`config.mk`:
```
export PLATFORM = sky130hd
export DESIGN_NAME = dff_bank_controller
export DESIGN_NICKNAME = d
export VERILOG_FILES = /design/src/rtl/dff_ctrl_pkg.sv /design/src/rtl/dff_cell.sv /design/src/rtl/dff_bank_controller.sv
export SDC_FILE = /design/constraint.sdc
export NUM_CORES = 1
export LEC_CHECK = 0
export ABC_AREA = 1
export CAP_MARGIN = 15
export CORE_ASPECT_RATIO = 2
export CORE_MARGIN = 3
export CORE_UTILIZATION = 49
export DETAILED_ROUTE_END_ITERATION = 8
export PLACE_DENSITY = 0.89
export SYNTH_ARGS = -nofsm -noshare
export SYNTH_HDL_FRONTEND = slang
export SYNTH_HIERARCHICAL = 1
export SYNTH_SLANG_ARGS = --single-unit
export TNS_END_PERCENT = 10
```
`constraint.sdc`:
```
create_clock -name CLK -period 1.6 [get_ports CLK]
set_input_delay 0.32 -clock CLK [delete_from_list [all_inputs] [get_ports CLK]]
set_output_delay 0.32 -clock CLK [all_outputs]
set_load 0.02 [all_outputs]
```
`src/rtl/dff_ctrl_pkg.sv`:
```
`default_nettype none
// ============================================================================
//  Module   : dff_ctrl_pkg
//  Purpose  : Shared opcodes and FSM state encoding for dff_bank_controller
//  Revision : 1.0  initial release
// ============================================================================
package dff_ctrl_pkg;

    // Command opcodes (3'b110 / 3'b111 decode as NOP)
    localparam logic [2:0] CMD_NOP    = 3'b000;
    localparam logic [2:0] CMD_LOAD   = 3'b001;
    localparam logic [2:0] CMD_PRESET = 3'b010;
    localparam logic [2:0] CMD_CLEAR  = 3'b011;
    localparam logic [2:0] CMD_SHIFT  = 3'b100;
    localparam logic [2:0] CMD_INVERT = 3'b101;

    // Controller state encoding
    localparam int         ST_W     = 2;
    localparam logic [1:0] ST_IDLE  = 2'd0;
    localparam logic [1:0] ST_EXEC  = 2'd1;
    localparam logic [1:0] ST_SHIFT = 2'd2;
    localparam logic [1:0] ST_DONE  = 2'd3;

endpackage : dff_ctrl_pkg
`default_nettype wire

```
`src/rtl/dff_cell.sv`:
```
`default_nettype none
// ============================================================================
//  Module   : dff_cell
//  Purpose  : Single D flip-flop with asynchronous active-high clear and
//             complementary outputs. Qbar is derived combinationally so it
//             reads all-ones while clear is held.
//  Revision : 1.0  initial release
// ============================================================================
module dff_cell (
    input  logic i_clk,
    input  logic i_rst,
    input  logic i_d,
    output logic o_q,
    output logic o_qbar
);

    logic r_q;

    // Storage element: clears asynchronously, captures D on every rising edge
    always_ff @(posedge i_clk or posedge i_rst) begin
        if (i_rst) begin
            r_q <= 1'b0;
        end else begin
            r_q <= i_d;
        end
    end

    assign o_q    = r_q;
    assign o_qbar = ~r_q;

endmodule : dff_cell
`default_nettype wire

```
`src/rtl/dff_bank_controller.sv`:
```
`default_nettype none
// ============================================================================
//  Module   : dff_bank_controller
//  Purpose  : Command-driven sequencer for a WIDTH-bit bank of dff_cell
//             instances. Accepts LOAD / PRESET / CLEAR / SHIFT / INVERT / NOP
//             over a valid/ready handshake and pulses DONE on completion.
//  Config   : define DFF_PARITY_EN to add a registered PARITY output
//             (XOR of all Q bits, updated on the same edge as Q).
//  Revision : 1.0  initial release
// ============================================================================
module dff_bank_controller
    import dff_ctrl_pkg::*;
#(
    parameter int WIDTH = 8
) (
    input  logic             CLK,
    input  logic             CLR,
    input  logic             CMD_VALID,
    output logic             CMD_READY,
    input  logic [2:0]       CMD,
    input  logic [WIDTH-1:0] DATA_IN,
    input  logic             SER_IN,
    output logic [WIDTH-1:0] Q,
    output logic [WIDTH-1:0] QBAR,
    output logic             BUSY,
`ifdef DFF_PARITY_EN
    output logic             PARITY,
`endif
    output logic             DONE
);

    localparam int CNT_W = (WIDTH > 1) ? $clog2(WIDTH) : 1;
    localparam logic [CNT_W-1:0] C_CNT_LAST = CNT_W'(WIDTH - 1);

    logic [ST_W-1:0]  r_state;
    logic [ST_W-1:0]  w_state_nxt;
    logic [2:0]       r_cmd;
    logic [WIDTH-1:0] r_data;
    logic [CNT_W-1:0] r_cnt;
    logic [WIDTH-1:0] w_q;
    logic [WIDTH-1:0] w_qbar;
    logic [WIDTH-1:0] w_d;
    logic             w_accept;
    logic             w_shift_last;

    assign w_accept     = CMD_VALID && CMD_READY;
    assign w_shift_last = (r_cnt == C_CNT_LAST);

    // State register; reset drops any in-flight command back to IDLE
    always_ff @(posedge CLK or posedge CLR) begin
        if (CLR) begin
            r_state <= ST_IDLE;
        end else begin
            r_state <= w_state_nxt;
        end
    end

    // Next-state decode: SHIFT gets its own multi-edge state, all else one EXEC edge
    always_comb begin
        w_state_nxt = r_state;
        case (r_state)
            ST_IDLE: begin
                if (CMD_VALID) begin
                    w_state_nxt = (CMD == CMD_SHIFT) ? ST_SHIFT : ST_EXEC;
                end
            end
            ST_EXEC:  w_state_nxt = ST_DONE;
            ST_SHIFT: begin
                if (w_shift_last) begin
                    w_state_nxt = ST_DONE;
                end
            end
            ST_DONE:  w_state_nxt = ST_IDLE;
            default:  w_state_nxt = ST_IDLE;
        endcase
    end

    // Output decode: handshake/status flags and the D input for every cell
    always_comb begin
        CMD_READY = (r_state == ST_IDLE);
        BUSY      = (r_state != ST_IDLE);
        DONE      = (r_state == ST_DONE);
        w_d       = w_q;
        case (r_state)
            ST_EXEC: begin
                case (r_cmd)
                    CMD_LOAD:   w_d = r_data;
                    CMD_PRESET: w_d = '1;
                    CMD_CLEAR:  w_d = '0;
                    CMD_INVERT: w_d = ~w_q;
                    default:    w_d = w_q;
                endcase
            end
            ST_SHIFT: w_d = {w_q[WIDTH-2:0], SER_IN};
            default:  w_d = w_q;
        endcase
    end

    // Command capture: opcode and load data are frozen at acceptance
    always_ff @(posedge CLK or posedge CLR) begin
        if (CLR) begin
            r_cmd  <= CMD_NOP;
            r_data <= '0;
        end else if (w_accept) begin
            r_cmd  <= CMD;
            r_data <= DATA_IN;
        end
    end

    // Shift counter: held at zero outside SHIFT, saturates at WIDTH-1
    always_ff @(posedge CLK or posedge CLR) begin
        if (CLR) begin
            r_cnt <= '0;
        end else if (r_state != ST_SHIFT) begin
            r_cnt <= '0;
        end else if (!w_shift_last) begin
            r_cnt <= r_cnt + 1'b1;
        end
    end

    // The bank itself: one flip-flop cell per bit
    generate
        for (genvar gi = 0; gi < WIDTH; gi++) begin : g_cell
            dff_cell u_cell (
                .i_clk  (CLK),
                .i_rst  (CLR),
                .i_d    (w_d[gi]),
                .o_q    (w_q[gi]),
                .o_qbar (w_qbar[gi])
            );
        end
    endgenerate

    assign Q    = w_q;
    assign QBAR = w_qbar;

`ifdef DFF_PARITY_EN
    logic r_parity;

    // Parity tracks the value the bank captures on the same edge
    always_ff @(posedge CLK or posedge CLR) begin
        if (CLR) begin
            r_parity <= 1'b0;
        end else begin
            r_parity <= ^w_d;
        end
    end

    assign PARITY = r_parity;
`endif

endmodule : dff_bank_controller
`default_nettype wire

```
==> flow_summary_export.csv <==
group,metric,value,unit
timing,hold_ws,395,ps
clock_network,clock_latency,260,ps
power_and_ir_drop,p_sw_share,48.3,%
timing,rsz0062_at_grt,"no",
drt,vias,1275,
grt,groute.usage.overall,18.7,%
power_and_ir_drop,peakVddDrop,0.00136,V
worst_setup_path,reg2reg_to,"r_state[0]$_DFFE_PP0P_",
floorplanning,core-area,2770,um^2
placement,dp.cells,240,
clock_network,cts.sinks,24,
finish,antennaDiodeCount,0,
finish,nFillCells,227,
synth,synth.top_cells.by_count,"34 x inv_1, 24 x dfrtp_1, 21 x nand3_1, 17 x a21oi_1, 17 x nand2_1",
timing,post-route-min-period,1520,ps
timing,fin_ws,75.1,ps
finish,multi_input_comb_area,658,um^2
grt,first_global_vias,1213,
synth,synth_fp_nets,196,
grt,grt_max_degree,17,
floorplanning,io_pins,34,
finish,syn2layout_area_growth,29.0,%
worst_setup_path,r2r_start,"r_cnt[0]$_DFFE_PP0P_",
power_and_ir_drop,clkPwrFrac,8.4,%
synth,syn_area,1430,um^2
floorplanning,dieArea,3640,um^2
timing,finalCritPeriodShare,95.3,%
worst_setup_path,path_max_fanout,3,
worst_setup_path,reg2reg_setup_slack,140,ps
synth,synth_area_leaders,"dfrtp_1 42%, inv_1 8.9%, nand3_1 7.4%",
worst_setup_path,path_class,"register to output port",
finish,seqCellArea,601,um^2
drt,route.detailed.drc,0,
worst_setup_path,rr_worst_depth,7,
timing,timing.max_slew.rel_slack,73.4,%
worst_setup_path,crit_arrival,1200,ps
clock_network,cts_tree,"done",
timing,fin_setup_tns,0,ps
clock_network,htreeDepth,1,
floorplanning,fp.dieW,44.2,um
timing,setup_viol,0,
power_and_ir_drop,combPwrFrac,62.0,%
worst_setup_path,end_kind,"output port",
synth,synthArstFlopShare,100,%
drt,ant_nets,0,
clock_network,postCtsHoldBufs,0,
drt,dr.pass1.iters,4,
placement,pre_cts_ws,15.4,ps
placement,io_buffers,33,
status,status,"finished, final reports clean",
grt,gr-total-overflow,0,
clock_network,cts_setup_buffers,0,
clock_network,cts.clk_slew.worst_paths,80,ps
power_and_ir_drop,p_per_area,2200,nW/um^2
floorplanning,initial_core_util,51.6,%
finish,final_nets,238,
synth,synth_top_area_cell,"dfrtp_1",
clock_network,cts_buffers,3,
drt,vias_per_cell,5.25,
drt,drtIter0Drc,53,
timing,maxSlewViolCount,0,
timing,hold_viol,0,
worst_setup_path,cp.required,1280,ps
clock_network,root_buffer,"clkbuf_8",
power_and_ir_drop,p_leak,0.924,nW
synth,synth-seq-cells,24,
synth,yosys_warnings,6,
grt,grt_first_pass_wirelength,5.10,mm
timing,fmax,656,MHz
synth,synth_edf_count,0,
finish,drive_above_1_share,15.4,%
worst_setup_path,start_kind,"register",
synth,ys.flop_type,"dfrtp_1",
power_and_ir_drop,p_switching,1.96,mW
worst_hold_path,hp-class,"input pin to async pin",
drt,drt-wirelength-per-cell,12.4,um
synth,syn_inst,174,
clock_network,cts_max_path_buffers,2,
grt,antenna_found_initial,0,
synth,synth_most_common_cell,"inv_1",
synth,yosys.cell_types.count,18,
timing,skew,3.88,ps
drt,drt-total-wl,3.01,mm
run,maxCapViolCount,0,
placement,dp_hpwl,2.42,mm
finish,final_cell_count_no_fill,243,
power_and_ir_drop,intPower,2.10,mW
floorplanning,die_h,82.4,um
synth,syn_avg_cell_area,8.21,um^2
synth,yosysSeqAreaShare,42.0,%
floorplanning,row_count,27,
timing,worst_pin_slew,399,ps
synth,netlist.area_leader.share,42.0,%
clock_network,cts-resized-gates,20,
placement,globalplace.congestion,0.762,
power_and_ir_drop,seq_power_share,29.7,%
worst max-delay path by stage:
stage	start	to	slack [ps]
global route	r_state[0]$_DFFE_PP0P_	CMD_READY	20
finish	r_state[0]$_DFFE_PP0P_	CMD_READY	80
CTS	r_state[0]$_DFFE_PP0P_	BUSY	6
global placement	r_state[0]$_DFFE_PP0P_	BUSY	30
floorplan	r_state[0]$_DFFE_PP0P_	r_data[1]$_DFFE_PP0P_	30
detailed placement	r_state[0]$_DFFE_PP0P_	BUSY	20
critical path, stage by stage (launching register included):
cell	delay [ps]
dfrtp_1	380
inv_1	70
ha_1	180
clkdlybuf4s15_1	310
cells in the final DEF (no fill, tap or decap), drive strengths merged:
cell type,n
o21ai,8
ha,7
inv,37
buf,9
dfrtp,24
nand3,21
mux2,8
nand2,17
nand4,9
clkdlybuf4s15,1
clkdlybuf4s50,14
nor2,12
dlygate4sd2,16
a21oi,26
clkbuf,5
state kept, by name, summed over array words and instances (netlist names):
| signal | cells |
|---|---|
| g_cell.u_cell/o_q | 8 |
| r_cmd | 3 |
| r_cnt | 3 |
| r_data | 8 |
| r_state | 2 |
layer usage:
metal	vias up	global-route usage (%)	share of wire (%)
met4	0	7.25	1.8
li1	650	-	-
met1	587	17.3	38
met5	-	0	0
met3	5	1.95	2.6
met2	33	38.6	58
area by class of cell:
| class | instances | area share [%] |
|---|---|---|
| Clock buffer | 3 | 2.24 |
| Inverter | 37 | 7.54 |
| Multi-Input combinational cell | 108 | 35.7 |
| Sequential cell | 24 | 32.6 |
| Tap cell | 29 | 1.97 |
| Timing Repair Buffer | 42 | 20.0 |
kinds of logic (layout without fill, tap and decap cells):
group | after synthesis | after routing | synth area share (%)
fa+ha+maj | 7 | 7 | 6.13
mux | 8 | 8 | 6.30
flops | 24 | 24 | 42.0
buf+inv | 42 | 82 | 11.9
compound gates | 34 | 34 | 14.5
simple gates | 59 | 59 | 19.1
power groups by stage:
stage	registers, mW	logic (mW)	clock network (mW)
finish	1.20	2.51	0.340
global route	1.24	2.77	0.379
CTS	1.20	2.54	0.347
detailed placement	1.21	2.70	0
global placement	1.20	2.61	0
floorplan	1.25	1.71	0
through the flow:
step	total power, mW	instance area (um^2)	utilization (%)
after global placement	3.81	1830	66.1
after global routing	4.40	1840	66.5
after CTS	4.08	1850	66.8
final	4.06	1840	66.5
after detailed placement	3.91	1830	66.1
after floorplan	2.96	1430	-
Note: power is estimated with default switching activity, not from simulation.
